==> config.mk <==
export PLATFORM = sky130hd
export DESIGN_NAME = mul_div_unit_flat
export DESIGN_NICKNAME = d
export VERILOG_FILES = /design/src/rtl/mul_div_unit_if.sv /design/src/rtl/mul_div_unit.sv /design/src/flat_wrapper.sv
export SDC_FILE = /design/constraint.sdc
export NUM_CORES = 1
export LEC_CHECK = 0
export ABC_AREA = 0
export CAP_MARGIN = 15
export CORE_MARGIN = 5
export CORE_UTILIZATION = 60
export CTS_CLUSTER_DIAMETER = 40
export DETAILED_ROUTE_END_ITERATION = 7
export PLACE_DENSITY_LB_ADDON = 0.05
export SYNTH_ARGS = -nofsm -noshare
export SYNTH_HDL_FRONTEND = slang
export SYNTH_SLANG_ARGS = --single-unit
==> constraint.sdc <==
create_clock -name clk -period 6.42 [get_ports clk]
set_clock_uncertainty 0.05 [all_clocks]
set_input_delay 0.642 -clock clk [delete_from_list [all_inputs] [get_ports clk]]
set_output_delay 0.642 -clock clk [all_outputs]
set_load 0.05 [all_outputs]
==> src/rtl/mul_div_unit_if.sv <==
`default_nettype none
// ============================================================================
//  Module   : mul_div_unit_if
//  Purpose  : Request/result bundle for the iterative multiply/divide unit.
//             Holds the operation request, the busy/done status and the
//             HI/LO result registers.
//  Revision : 1.0  initial release
// ============================================================================
interface mul_div_unit_if;
    logic        start;
    logic [5:0]  ALUOp;
    logic [31:0] A;
    logic [31:0] B;
    logic        busy;
    logic        done;
    logic [31:0] HI;
    logic [31:0] LO;

    // Requester side: issues operations and reads status/results
    modport master (
        output start, ALUOp, A, B,
        input  busy, done, HI, LO
    );

    // Unit side: accepts operations and owns HI/LO
    modport slave (
        input  start, ALUOp, A, B,
        output busy, done, HI, LO
    );
endinterface
`default_nettype wire

==> src/rtl/mul_div_unit.sv <==
`default_nettype none
// ============================================================================
//  Module   : mul_div_unit
//  Purpose  : Iterative 32x32 multiply (shift-add) and restoring divide with
//             HI/LO result registers. One bit per cycle, fixed 34-cycle
//             occupancy from accept to return-to-idle. MTHI/MTLO write HI/LO
//             directly from A without leaving IDLE.
//  Revision : 1.0  initial release
// ============================================================================
module mul_div_unit (
    input  wire logic     clk,
    input  wire logic     rst,
    mul_div_unit_if.slave bus
);

    // Operation codes (R-type funct encoding)
    localparam logic [5:0] c_OP_MTHI  = 6'b010001;
    localparam logic [5:0] c_OP_MTLO  = 6'b010011;
    localparam logic [5:0] c_OP_MULT  = 6'b011000;
    localparam logic [5:0] c_OP_MULTU = 6'b011001;
    localparam logic [5:0] c_OP_DIV   = 6'b011010;
    localparam logic [5:0] c_OP_DIVU  = 6'b011011;

    // Controller states
    localparam logic [1:0] c_ST_IDLE = 2'd0;
    localparam logic [1:0] c_ST_RUN  = 2'd1;
    localparam logic [1:0] c_ST_DONE = 2'd2;

    // Iteration count at which the result is finalised
    localparam logic [5:0] c_LAST_CNT = 6'd32;

    // ------------------------------------------------------------------
    // Registers
    // ------------------------------------------------------------------
    logic [1:0]  r_state;
    logic [5:0]  r_cnt;
    // Multiply: {partial product high, multiplier shifting out low}.
    // Divide:   {partial remainder, dividend shifting out / quotient in}.
    logic [63:0] r_acc;
    // Multiplicand (multiply) or divisor (divide), magnitude form
    logic [31:0] r_opnd;
    logic        r_is_div;
    logic        r_neg_main;   // negate product / quotient
    logic        r_neg_rem;    // negate remainder
    logic [31:0] r_hi;
    logic [31:0] r_lo;

    // ------------------------------------------------------------------
    // Combinational signals
    // ------------------------------------------------------------------
    logic [1:0]  w_next_state;
    logic        w_busy;
    logic        w_done;
    logic        w_is_muldiv;
    logic        w_accept;
    logic        w_last;
    logic        w_op_is_div;
    logic        w_op_signed;
    logic        w_a_neg;
    logic        w_b_neg;
    logic [31:0] w_a_mag;
    logic [31:0] w_b_mag;
    logic [32:0] w_mul_sum;
    logic [32:0] w_div_shift;
    logic [33:0] w_div_diff;
    logic        w_div_ok;
    logic [63:0] w_acc_next;
    logic [63:0] w_prod_fix;
    logic [31:0] w_quo_fix;
    logic [31:0] w_rem_fix;

    // Decode: the four mul/div opcodes share the 0110xx prefix;
    // bit 1 selects divide, bit 0 selects unsigned.
    assign w_is_muldiv = (bus.ALUOp == c_OP_MULT) || (bus.ALUOp == c_OP_MULTU) ||
                         (bus.ALUOp == c_OP_DIV)  || (bus.ALUOp == c_OP_DIVU);
    assign w_op_is_div = bus.ALUOp[1];
    assign w_op_signed = ~bus.ALUOp[0];
    assign w_accept    = (r_state == c_ST_IDLE) && bus.start && w_is_muldiv;
    assign w_last      = (r_cnt == c_LAST_CNT);

    assign w_a_neg = w_op_signed & bus.A[31];
    assign w_b_neg = w_op_signed & bus.B[31];
    assign w_a_mag = w_a_neg ? (32'd0 - bus.A) : bus.A;
    assign w_b_mag = w_b_neg ? (32'd0 - bus.B) : bus.B;

    // Shift-add step: add multiplicand into the high half when the current
    // multiplier bit is set, then shift the whole accumulator right by one.
    assign w_mul_sum = {1'b0, r_acc[63:32]} + (r_acc[0] ? {1'b0, r_opnd} : 33'd0);

    // Restoring step: shift the next dividend bit into the partial remainder
    // and try a 33-bit subtract of the divisor. Bit 32 of the difference is
    // always zero when the subtract succeeds; folding it in keeps the
    // compare exact without leaving the bit dangling.
    assign w_div_shift = {r_acc[63:32], r_acc[31]};
    assign w_div_diff  = {1'b0, w_div_shift} - {2'b00, r_opnd};
    assign w_div_ok    = ~(w_div_diff[33] | w_div_diff[32]);

    // One iteration of whichever algorithm is in flight
    always_comb begin
        w_acc_next = r_acc;
        if (r_is_div) begin
            w_acc_next = {(w_div_ok ? w_div_diff[31:0] : w_div_shift[31:0]),
                          r_acc[30:0], w_div_ok};
        end else begin
            w_acc_next = {w_mul_sum, r_acc[31:1]};
        end
    end

    // Sign fix-up applied when the result is written to HI/LO
    assign w_prod_fix = r_neg_main ? (64'd0 - r_acc) : r_acc;
    assign w_quo_fix  = r_neg_main ? (32'd0 - r_acc[31:0])  : r_acc[31:0];
    assign w_rem_fix  = r_neg_rem  ? (32'd0 - r_acc[63:32]) : r_acc[63:32];

    // ------------------------------------------------------------------
    // Controller
    // ------------------------------------------------------------------

    // State register
    always_ff @(posedge clk) begin
        if (rst) begin
            r_state <= c_ST_IDLE;
        end else begin
            r_state <= w_next_state;
        end
    end

    // Next-state: accept in IDLE, finalise after 32 iterations, one DONE cycle
    always_comb begin
        w_next_state = r_state;
        case (r_state)
            c_ST_IDLE: if (w_accept) w_next_state = c_ST_RUN;
            c_ST_RUN:  if (w_last)   w_next_state = c_ST_DONE;
            c_ST_DONE: w_next_state = c_ST_IDLE;
            default:   w_next_state = c_ST_IDLE;
        endcase
    end

    // Status outputs decoded from state
    always_comb begin
        w_busy = 1'b0;
        w_done = 1'b0;
        case (r_state)
            c_ST_RUN:  w_busy = 1'b1;
            c_ST_DONE: begin
                w_busy = 1'b1;
                w_done = 1'b1;
            end
            default: begin
                w_busy = 1'b0;
                w_done = 1'b0;
            end
        endcase
    end

    // ------------------------------------------------------------------
    // Datapath
    // ------------------------------------------------------------------

    // Operand latch on accept, then one iteration per RUN cycle
    always_ff @(posedge clk) begin
        if (rst) begin
            r_cnt      <= 6'd0;
            r_acc      <= 64'd0;
            r_opnd     <= 32'd0;
            r_is_div   <= 1'b0;
            r_neg_main <= 1'b0;
            r_neg_rem  <= 1'b0;
        end else if (w_accept) begin
            r_cnt    <= 6'd0;
            r_is_div <= w_op_is_div;
            if (w_op_is_div) begin
                r_acc  <= {32'd0, w_a_mag};
                r_opnd <= w_b_mag;
                // Divide-by-zero must return an all-ones quotient untouched,
                // so the quotient sign flip is suppressed when B is zero.
                r_neg_main <= (w_a_neg ^ w_b_neg) && (bus.B != 32'd0);
                r_neg_rem  <= w_a_neg;
            end else begin
                r_acc      <= {32'd0, w_b_mag};
                r_opnd     <= w_a_mag;
                r_neg_main <= w_a_neg ^ w_b_neg;
                r_neg_rem  <= 1'b0;
            end
        end else if ((r_state == c_ST_RUN) && !w_last) begin
            r_acc <= w_acc_next;
            r_cnt <= r_cnt + 6'd1;
        end
    end

    // HI/LO: written only on DONE entry or by MTHI/MTLO in IDLE
    always_ff @(posedge clk) begin
        if (rst) begin
            r_hi <= 32'd0;
            r_lo <= 32'd0;
        end else if ((r_state == c_ST_RUN) && w_last) begin
            if (r_is_div) begin
                r_hi <= w_rem_fix;
                r_lo <= w_quo_fix;
            end else begin
                r_hi <= w_prod_fix[63:32];
                r_lo <= w_prod_fix[31:0];
            end
        end else if ((r_state == c_ST_IDLE) && bus.start) begin
            if (bus.ALUOp == c_OP_MTHI) r_hi <= bus.A;
            if (bus.ALUOp == c_OP_MTLO) r_lo <= bus.A;
        end
    end

    assign bus.busy = w_busy;
    assign bus.done = w_done;
    assign bus.HI   = r_hi;
    assign bus.LO   = r_lo;

endmodule
`default_nettype wire

==> src/flat_wrapper.sv <==
// flat-port wrapper written by rule: the top's interface ports become plain ports
module mul_div_unit_flat 
  (clk, rst, bus_start, bus_ALUOp, bus_A, bus_B, bus_busy, bus_done, bus_HI, bus_LO);
  mul_div_unit_if bus_i ();
  input  wire logic clk;
  input  wire logic rst;
  input wire logic [$bits(bus_i.start)-1:0] bus_start;
  input wire logic [$bits(bus_i.ALUOp)-1:0] bus_ALUOp;
  input wire logic [$bits(bus_i.A)-1:0] bus_A;
  input wire logic [$bits(bus_i.B)-1:0] bus_B;
  output wire logic [$bits(bus_i.busy)-1:0] bus_busy;
  output wire logic [$bits(bus_i.done)-1:0] bus_done;
  output wire logic [$bits(bus_i.HI)-1:0] bus_HI;
  output wire logic [$bits(bus_i.LO)-1:0] bus_LO;
  assign bus_i.start = bus_start;
  assign bus_i.ALUOp = bus_ALUOp;
  assign bus_i.A = bus_A;
  assign bus_i.B = bus_B;
  assign bus_busy = bus_i.busy;
  assign bus_done = bus_i.done;
  assign bus_HI = bus_i.HI;
  assign bus_LO = bus_i.LO;
  mul_div_unit u_core (.clk(clk), .rst(rst), .bus(bus_i));
endmodule
# == Word-level counts from Yosys, hierarchy flattened ==
# Cells that the tools add are included.
# word_totals
ff_bits,171
latchBits,0
mem_bits_rw,0
mem_bits_ro,0
input_bits,73
output_inout_bits,66
wordCells,81
n_memories,0
# classes
add_sub_neg,8
n_mul,0
n_div,0
magnitude_cmp,0
n_eq_ne,11
shift,0
mux,27
bitwise,6
reduce_logical,20
# op_table
cell,count
2-to-1 mux 32 bit,16
2-to-1 mux 64 bit,4
"subtractor 1 x 32 -> 32 bit, first input constant",4
"subtractor 1 x 64 -> 64 bit, first input constant",1
"== test 6 x 5 -> 1 bit, second input constant",6
subtractor 33 x 32 -> 34 bit,1
adder 32 x 33 -> 33 bit,1
nonzero test 32 bit,1
nonzero test 2 bit,4
"adder 6 x 1 -> 6 bit, second input constant",1
"== test 6 bit, second input constant",1
AND reduction 2 bit,3
logical AND 1 bit,5
2-to-1 mux 1 bit,4
2-to-1 mux 2 bit,2
"!= test 2 x 1 -> 1 bit, second input constant",2
one-hot mux 2 bit (2 select lines),1
OR reduction 2 bit,2
logical OR 1 bit,3
bitwise AND 1 bit,2
"== test 2 x 1 -> 1 bit, second input constant",1
"== test 2 bit, second input constant",1
zero test 2 bit,1
NOT 1 bit,2
3 further kinds,3

# == Longest topological paths before layout ==
# Gate-level depths: netlist of the first run.
# logic_depth
word_depth,7
ltp_mapped,16

# == Worst setup path before layout of the first run ==
# Ideal clock, no wire load.
# synth_timing
kind,register to register
startpoint,register u_core.r_acc[0]
endpoint,register u_core.r_acc[60]
setup_time_ns,0.125
arrival_ns,3.208
required_ns,6.245
slack_ns,3.037
path_stages_with_launch,16
synth_period_minus_slack_ns,3.383
cell_sequence,dfxtp_1 -> clkbuf_1 -> inv_1 -> clkbuf_1 -> nor2_1 -> ha_1 -> a21oi_1 -> o211ai_1 -> a2111oi_1 -> nor3_1 -> nor2_1 -> o21ai_0 -> a311o_1 -> a21oi_1 -> xor2_1 -> o21ai_0
# synth_between
elab_chain_cells,5
# synth_rtl
item,line_no,rtl
from (decl),mul_div_unit.sv:39,logic [63:0] r_acc;
from (signal assigned),mul_div_unit.sv:172,"r_acc <= {32'd0, w_a_mag};"
from (signal assigned),mul_div_unit.sv:179,"r_acc <= {32'd0, w_b_mag};"
from (signal assigned),mul_div_unit.sv:185,r_acc <= w_acc_next;
2-to-1 mux 32 bit,mul_div_unit.sv:88,"assign w_mul_sum = {1'b0, r_acc[63:32]} + (r_acc[0] ? {1'b0, r_opnd} : 33'd0);"
adder 32 x 33 -> 33 bit,mul_div_unit.sv:88,
2-to-1 mux 64 bit,mul_div_unit.sv:101,if (r_is_div) begin
2-to-1 mux 64 bit,mul_div_unit.sv:184,end else if ((r_state == c_ST_RUN) && !w_last) begin
2-to-1 mux 64 bit,mul_div_unit.sv:168,end else if (w_accept) begin
# No other way between the ends. The select of a mux whose other input is x is not followed.
# A chain may end at the register's enable or synchronous reset.

# == Final worst setup path of the first run ==
# Same ends and word-level chain as after synthesis.

==> results.json, run 1 <==
{
  "hold_class": "reg -> reg",
  "n_antenna_cell": 0,
  "cts-root-buf": "clkbuf_16",
  "yosys.area.top_type": "dfxtp_1",
  "hold_buffers": 0,
  "synth_edf_count": 0,
  "fill_cells": 2092,
  "htreeDepth": 4,
  "initial_utilization_pct": 60.4,
  "cap_violations": 0,
  "drc": 0,
  "ys.flop_type": "dfxtp_1",
  "post_cts_buffers": 0,
  "outcome": "finished clean",
  "clock_latency_ps": 460,
  "hold_viol_final": 0,
  "yosysTopAreaCellShare_pct": 23.6,
  "vias_per_cell": 6.49,
  "synth-seq-cells": 171,
  "final_nets": 2152,
  "core_area_sq_um": 24000,
  "ys_types": 79,
  "wl_per_cell_um": 22.0,
  "power_density_nw_per_um2": 169,
  "io_pins": 139,
  "syn2layout_area_growth_pct": 14.0,
  "grt_start_max_net_pins": 90,
  "grt_pass1_vias": 13678,
  "netlist_area_sq_um": 14500,
  "ir_worst_vdd_v": 0.000158,
  "cts_tree": "yes",
  "layout_min_cycle_time_ps": 4440,
  "yosysMostFrequentCell": "nor2_1",
  "die_y_um": 165,
  "tns_ps": 0,
  "cts_buffer_depth": 2,
  "numCtsBuffers": 17,
  "dieWidth_um": 165,
  "dp.final_hpwl_mm": 39.2,
  "cts.clk_slew.worst_paths_ps": 70,
  "worst_ep_required_time_ps": 6700,
  "die_area_sq_um": 27400,
  "p_leak_uw": 0.00669,
  "worstSetupStartpointType": "flop",
  "slew_headroom_pct": 24.5,
  "worst_slew_pin_slew_ps": 1130,
  "path_class": "reg -> reg",
  "io_buffers": 138,
  "clock_sinks": 171,
  "layout-drive-gt1-share_pct": 4.61,
  "via_count": 15182,
  "synth.net_count": 2112,
  "worstPathMaxFanout": 31,
  "row_count": 57,
  "finalSetupViolCount": 0,
  "synth_area_leaders": "dfxtp_1 (24%), mux2i_1 (6.8%), a21oi_1 (6.6%)",
  "yosysSeqAreaShare_pct": 23.6,
  "overflow": 0,
  "async_reset_ff_share_pct": 0,
  "drtPass1Iterations": 6,
  "utilization_pct": 68.8,
  "drt_wl_total_mm": 51.6,
  "slew_violations": 0,
  "synth.cells.most_frequent": "nor2_1 (241), nand2_1 (194), a21oi_1 (191), dfxtp_1 (171), clkbuf_1 (121)",
  "fin_crit_sh_pct": 69.2,
  "drt-initial-drc-count": 1843,
  "cts-resized-gates": 0,
  "antenna_found_initial": 0,
  "crit_arrival_ps": 4720,
  "place_congestion": 0.984,
  "ant_nets": 0,
  "rsz0062_at_grt": "false",
  "grt_usage_pct": 37.0,
  "fmax_mhz": 225,
  "synth.avg_cell_area_sq_um": 7.39,
  "grt_pass1_wl_mm": 78.3,
  "cp-end-kind": "flop",
  "yosys_warnings": 0,
  "synthCells": 1964
}
## routing by layer
layer	global-route usage [%]	share of wire [%]	wire length (um)	vias to the layer above
met1	52.4	42	21800	7071
li1	-	-	-	7164
met4	17.4	5.0	2560	0
met5	0	0	0	-
met2	53.3	41	21300	825
met3	8.31	11	5870	122
## metrics by stage
step / hold slack (ps) / worst slack [ps] / instances / cell area [sq um] / power, uW
6_report: 407 / 1980 / 2341 / 16500 / 2800
5_1_grt: 424 / 1600 / 2341 / 16500 / 2890
4_1_cts: 407 / 2100 / 2341 / 16500 / 2780
3_5_place_dp: 396 / 2150 / 2309 / 15900 / 1720
3_3_place_gp: 392 / 2180 / 2309 / 15900 / 1720
2_1_floorplan: 382 / 3040 / 1964 / 14500 / 1520
## layout make-up
class                           count  area (sq um)  share of cell area, %
Clock inverter                     15           171                   1.04
Tap cell                          324           405                   2.45
Clock buffer                       17           425                   2.57
Sequential cell                   171          3420                   20.7
Timing Repair Buffer              158          1520                   9.22
Inverter                           66           248                   1.50
Multi-Input combinational cell   1590         10300                   62.5
## state kept, by name, indices dropped and copies added, names as in the netlist
register and flops:
u_core.r_neg_rem 1, u_core.r_state 2, u_core.r_cnt 6, u_core.r_neg_main 1, u_core.r_is_div 1, u_core.bus.HI 32
u_core.bus.LO 32, u_core.r_opnd 32, u_core.r_acc 64
## critical path, stage by stage, from the launching register on
cell and delay (ps):
dfxtp_1 400, inv_1 820, nor2_1 120, ha_1 280, a211oi_1 340, o211ai_1 170
a2111oi_1 670, nor3_1 220, nor2_1 250, o21ai_0 190, a311o_1 390, a21oi_1 180
xor2_1 160, o21ai_0 80
## power breakdown
group | internal, uW | switching, uW
combinational | 230 | 397
clock | 558 | 523
sequential | 1070 | 21.6
## layout by cell type (no fill, tap or decap), drive strengths merged, types with 9 or more instances in the layout
cell,Yosys,layout
clkdlybuf4s50,0,136
nand2,194,194
buf,16,22
xnor2,94,94
o41ai,12,12
nor4,22,22
clkbuf,121,17
inv,66,75
nand3,23,23
nand2b,20,20
a22oi,9,9
and3,12,12
dfxtp,171,171
o211ai,63,63
ha,73,73
o21ai,118,118
or3,12,12
mux2i,99,99
a211oi,86,86
o31ai,31,31
nor2,241,241
a21oi,191,191
nand4,13,13
nor3,40,40
xor2,84,84
nor2b,12,12
a21o,21,21
## path summary, 6_finish.rpt
kind	end	cells after the start	slack, ps	from
worst max-delay path	u_core.r_acc[60]	13	1980	u_core.r_acc[0]
worst min-delay path	u_core.r_opnd[14]	2	410	u_core.r_opnd[14]
worst max register to register	u_core.r_acc[60]	13	1980	u_core.r_acc[0]
worst min register to register	u_core.r_opnd[14]	2	410	u_core.r_opnd[14]
## logic make-up after synthesis
| group | count (synthesis) | share of synthesized area (%) |
|---|---|---|
| xor gates and xnor gates | 178 | 10.7 |
| adders and majority gates | 75 | 6.57 |
| DFF | 171 | 23.6 |
| and+or+nand+nor | 620 | 19.5 |
| buffers and inverters | 203 | 5.35 |
| muxes | 104 | 7.22 |
| AOI/OAI and AO/OA | 613 | 27.0 |
Note: power is estimated with default switching activity, not from simulation.
==> inputs of run 2 (changes only) <==
--- a/config.mk
+++ b/config.mk
@@ -8,7 +8,7 @@
 export ABC_AREA = 0
 export CAP_MARGIN = 15
 export CORE_MARGIN = 5
-export CORE_UTILIZATION = 60
+export CORE_UTILIZATION = 54
 export CTS_CLUSTER_DIAMETER = 40
 export DETAILED_ROUTE_END_ITERATION = 7
 export PLACE_DENSITY_LB_ADDON = 0.05
==> constraint.sdc (replaced) <==
create_clock -name clk -period 3.7 [get_ports clk]
set_clock_uncertainty 0.05 [all_clocks]
set_input_delay 0.37 -clock clk [delete_from_list [all_inputs] [get_ports clk]]
set_output_delay 0.37 -clock clk [all_outputs]
set_load 0.05 [all_outputs]
==> run 2 against run 1 <==
Die area rose by 10%. Power rose by 78%. Largest power group unchanged. Worst setup slack got worse by 1800 ps. Clock-buffer cell count rose by 2. Sequential share of layout area fell by 0.97 points. Flip-flop and latch count did not move. Worst hold slack got worse by 4.8 ps. Fmax rose by 25%. First-iteration DRC count rose by 1.2%. Clock power rose by 75%.
==> results.json, run 2 (same netlist as run 1, synthesis figures left out) <==
{
  "outcome": "finished clean",
  "largest_reg_flops": 64,
  "core_area_sq_um": 26700,
  "row_count": 60,
  "fill_cells": 2425,
  "clock_sinks": 171,
  "cts-root-buf": "clkbuf_16",
  "cts_tree": "yes",
  "cts_buffer_depth": 2,
  "die_area_sq_um": 30200,
  "final_common_cell": "nor2_1",
  "dp.cells": 2424,
  "fin_ws_ps": 154,
  "stdcell_count": 2457,
  "finalSetupViolCount": 0,
  "slew_violations": 0,
  "wl_per_cell_um": 22.4,
  "fmax_mhz": 282,
  "cap_violations": 0,
  "vias_per_cell": 6.40,
  "ant_nets": 0,
  "numCtsBuffers": 17,
  "dp.final_hpwl_mm": 42.7,
  "worst_slew_pin_slew_ps": 1030,
  "die_y_um": 174,
  "clock_latency_ps": 440,
  "worstSetupStartpointType": "flop",
  "cts.clk_slew.worst_paths_ps": 70,
  "worst_ep_required_time_ps": 3960,
  "layout-drive-gt1-share_pct": 9.31,
  "hold_viol_final": 0,
  "antenna_found_initial": 0,
  "fin_crit_sh_pct": 95.8,
  "htreeDepth": 4,
  "drt-initial-drc-count": 1865,
  "path_class": "reg -> reg",
  "pre_cts_slack_ps": 34.7,
  "syn2layout_area_growth_pct": 19.6,
  "slew_headroom_pct": 31.2,
  "grt_pass1_vias": 14147,
  "regMostFlops": "u_core.r_acc",
  "p_leak_uw": 0.00718,
  "place_congestion": 0.994,
  "crit_arrival_ps": 3800,
  "cp-end-kind": "flop",
  "io_pins": 139,
  "grt_usage_pct": 34.8,
  "via_count": 15717,
  "n_antenna_cell": 0,
  "layout.cells.most_common_list": "nor2_1 (239), nand2_1 (190), a21oi_1 (190), dfxtp_1 (170), clkdlybuf4s50_1 (136)",
  "overflow": 0,
  "initial_utilization_pct": 54.3,
  "final_nets": 2251,
  "dieWidth_um": 174,
  "drc": 0,
  "grt_pass1_wl_mm": 83.9,
  "drt_wl_total_mm": 54.9,
  "drtPass1Iterations": 8,
  "io_buffers": 138,
  "grt_start_max_net_pins": 97,
  "hold_class": "reg -> reg",
  "layout_min_cycle_time_ps": 3550,
  "ir_worst_vdd_v": 0.000268,
  "power_density_nw_per_um2": 287,
  "worstPathMaxFanout": 6
}
-- run 2: cell types whose count changed in the layout (fill, tap and decap cells not counted), moves of 2 or more --
cell,previous run,this run
clkinvlp_4,0,2
buf_4,21,118
inv_8,6,1
nor2_1,241,239
clkbuf_1,0,2
-- run 2: where the power goes --
part | total [uW] | leakage [uW] | switching, uW | internal [uW]
clock | 1890 | 0.000284 | 871 | 1020
sequential | 1890 | 0.00138 | 27.7 | 1860
combinational | 1200 | 0.00551 | 744 | 453
-- run 2: repair_timing --
item	CTS	global route
buffers inserted	0	1
gates resized for setup	0	10
hold buffers	0	0
endpoints found under the setup margin	0	8
-- run 2: final cells by class --
type	instances	area, sq um	share of cell area, %
clock buffer	19	433	2.50
clock inverter	13	160	0.923
inverter	66	248	1.43
multi-input combinational	1590	10400	59.8
sequential	171	3420	19.7
tap	341	427	2.46
timing repair buffer	257	2280	13.2
-- run 2: layer usage --
| layer | track usage [%] | part of all wire [%] | vias up |
|---|---|---|---|
| li1 | - | - | 7354 |
| met1 | 51.7 | 44 | 7361 |
| met2 | 51.7 | 42 | 903 |
| met3 | 6.94 | 11 | 99 |
| met4 | 8.84 | 2.6 | 0 |
| met5 | 0 | 0 | - |
-- run 2: final timing paths --
path         depth (start not counted)           endpoint         startpoint  slack (ps)
max                                 17   u_core.r_acc[60]    u_core.r_acc[0]         150
min                                  2  u_core.r_opnd[12]  u_core.r_opnd[12]         400
max reg2reg                         17   u_core.r_acc[60]    u_core.r_acc[0]         150
min reg2reg                          2  u_core.r_opnd[12]  u_core.r_opnd[12]         400
-- run 2: metrics by stage --
step / cell area (sq um) / hold slack, ps / TNS, ps / utilization (%) / power [uW]
3_3_place_gp: 16700 / 393 / 0 / 62.5 / 3070
3_5_place_dp: 16700 / 398 / 0 / 62.5 / 3070
2_1_floorplan: 14500 / 382 / 0 / - / 2630
6_report: 17300 / 402 / 0 / 64.9 / 4970
5_1_grt: 17300 / 423 / -2.00 / 64.9 / 5130
4_1_cts: 17300 / 408 / 0 / 64.7 / 4940
-- run 2: worst max-delay path, cell delays in order (launching register included) --
cell and delay (ps):
dfxtp_1 390, inv_2 100, buf_4 150, buf_4 150
nor2_1 110, ha_1 280, a21oi_1 270, o21ai_0 120
a221oi_1 280, buf_4 170, o21ai_0 150, nor2_4 180
o21ai_0 110, buf_4 160, a311o_1 340, a21oi_1 180
xor2_1 150, o21ai_0 90
==> inputs of run 3 (changes only) <==
--- a/config.mk
+++ b/config.mk
@@ -8,7 +8,7 @@
 export ABC_AREA = 0
 export CAP_MARGIN = 15
 export CORE_MARGIN = 5
-export CORE_UTILIZATION = 54
+export CORE_UTILIZATION = 25
 export CTS_CLUSTER_DIAMETER = 40
 export DETAILED_ROUTE_END_ITERATION = 7
 export PLACE_DENSITY_LB_ADDON = 0.05
==> run 3 against run 2 <==
Worst hold slack lost 130 ps. Utilization decreased by 33 points. Cell area increased by 5.1%. Global-route usage decreased by 14 points. Combinational power up 7%. Register-to-register slack improved by 70 ps. Die area is 110% higher. Sequential power about the same. Critical path depth decreased by 5. Critical path type unchanged. Highest routed layer unchanged.
==> results.json, run 3 (same netlist as run 1, synthesis figures left out) <==
{
  "final_common_cell": "nor2_1",
  "reg2regPathDepth": 12,
  "fmax_mhz": 288,
  "cp-end-kind": "flop",
  "fill_cells": 6214,
  "ant_nets": 0,
  "overflow": 0,
  "via_count": 15136,
  "drt_wl_total_mm": 66.5,
  "crit_arrival_ps": 3800,
  "p_int_uw": 3340,
  "ir_worst_vdd_v": 0.000374,
  "reg2reg_to": "u_core.r_acc[35]",
  "dp.final_hpwl_mm": 53.7,
  "initial_utilization_pct": 25.2,
  "regMostFlops": "u_core.r_acc",
  "pre_cts_slack_ps": 50.4,
  "place_congestion": 0.878,
  "power_density_nw_per_um2": 278,
  "worst_slew_pin_slew_ps": 1100,
  "numCtsBuffers": 17,
  "hold_path.startpoint": "rst",
  "largest_reg_flops": 64,
  "drt-initial-drc-count": 1060,
  "drtPass1Iterations": 5,
  "holdWs_ps": 271,
  "p_seq_share_pct": 37.2,
  "vias_per_cell": 5.18,
  "layout.cells.most_common_list": "nor2_1 (239), nand2_1 (190), a21oi_1 (189), dfxtp_1 (168), buf_4 (160)",
  "io_pins": 139,
  "r2r-start": "u_core.r_acc[51]",
  "cts.clk_slew.worst_paths_ps": 80,
  "grt_usage_pct": 20.6,
  "core_area_sq_um": 57600,
  "dieWidth_um": 251,
  "clock_sinks": 171,
  "grt_pass1_vias": 14909,
  "clock_latency_ps": 500,
  "layout_min_cycle_time_ps": 3480,
  "combPwrFrac_pct": 25.2,
  "worstPathMaxFanout": 28,
  "cts_tree": "yes",
  "path_class": "reg -> reg",
  "outcome": "finished clean",
  "antenna_found_initial": 0,
  "layout-drive-gt1-share_pct": 11.4,
  "fin_ws_ps": 225,
  "syn2layout_area_growth_pct": 25.7,
  "clkPwrFrac_pct": 37.6,
  "p_sw_share_pct": 34.1,
  "hold_buffers": 0,
  "row_count": 88,
  "slew_violations": 0,
  "worstSetupStartpointType": "flop",
  "p_leak_uw": 0.00741,
  "grt_pass1_wl_mm": 98.6,
  "drc": 0,
  "final_nets": 2294,
  "hold_class": "in -> reg",
  "cts-root-buf": "clkbuf_16",
  "worst_ep_required_time_ps": 4020,
  "slew_headroom_pct": 26.3,
  "min_delay_worst_endpoint": "u_core.bus.HI[8]",
  "grt_start_max_net_pins": 71,
  "netSwitchingPower_uw": 1730,
  "fin_crit_sh_pct": 93.9,
  "r2r_setup_slack_ps": 220,
  "die_area_sq_um": 62900,
  "cts_buffer_depth": 2,
  "tns_ps": 0,
  "wl_per_cell_um": 22.8,
  "hold_depth": 2,
  "finalSetupViolCount": 0,
  "io_buffers": 138,
  "htreeDepth": 4,
  "cap_violations": 0,
  "utilization_pct": 31.7,
  "hold_viol_final": 0,
  "die_y_um": 251
}
run 3: routing by layer:
layer	GRT usage, %	routed length (um)	vias up
met3	2.80	2780	39
met4	4.19	790	0
met2	31.9	29200	350
met5	0	0	-
met1	30.7	33800	7322
li1	-	-	7425
run 3: repair_timing:
action	CTS	global route
endpoints found under the setup margin	0	22
endpoints found under the hold margin	0	0
gates resized for setup	0	18
buffers inserted	0	1
run 3: final cells by class:
type / instances / area (sq um) / share of cell area (%)
repair buffers: 300 / 2630 / 14.4
clock buffers: 18 / 450 / 2.47
clock inverters: 13 / 131 / 0.721
flip-flops and latches: 171 / 3430 / 18.8
well taps: 765 / 957 / 5.25
inverters: 66 / 251 / 1.38
multi-input cells: 1590 / 10400 / 56.9
diodes: 1 / 2.50 / 0.0137
run 3: through the flow:
step	power, uW	area [sq um]	instances
after CTS	5150	18200	2922
after floorplan	2630	14500	1964
after detailed placement	3200	17600	2891
after global routing	5320	18200	2923
after global placement	3210	17600	2891
final	5080	18200	2924
run 3: power groups by stage:
stage	logic [uW]	clock network (uW)	registers [uW]
after floorplan	705	0	1930
after global placement	1280	0	1930
after detailed placement	1270	0	1930
after CTS	1280	1990	1890
after global routing	1390	2040	1890
final	1280	1910	1890
run 3: worst max-delay path, cell delays in order (launching register included):
cell,delay (ps)
dfxtp_1,540
ha_1,320
a21oi_1,240
o211ai_1,130
a31o_2,250
a21oi_1,260
o211ai_1,290
a31o_2,350
nand2_2,100
buf_12,210
mux2_2,370
a21oi_1,140
nor3_1,60
run 3: worst max-delay path by stage:
stage               slack, ps  cells after the start               end        startpoint
floorplan                 320                     15  u_core.r_acc[60]   u_core.r_acc[0]
global placement           60                     16  u_core.r_acc[35]  u_core.r_acc[31]
detailed placement         50                     17  u_core.r_acc[59]   u_core.r_acc[0]
CTS                        20                     15  u_core.r_acc[35]  u_core.r_opnd[0]
global route               -4                     17  u_core.r_acc[59]   u_core.r_acc[0]
finish                    220                     12  u_core.r_acc[35]  u_core.r_acc[51]
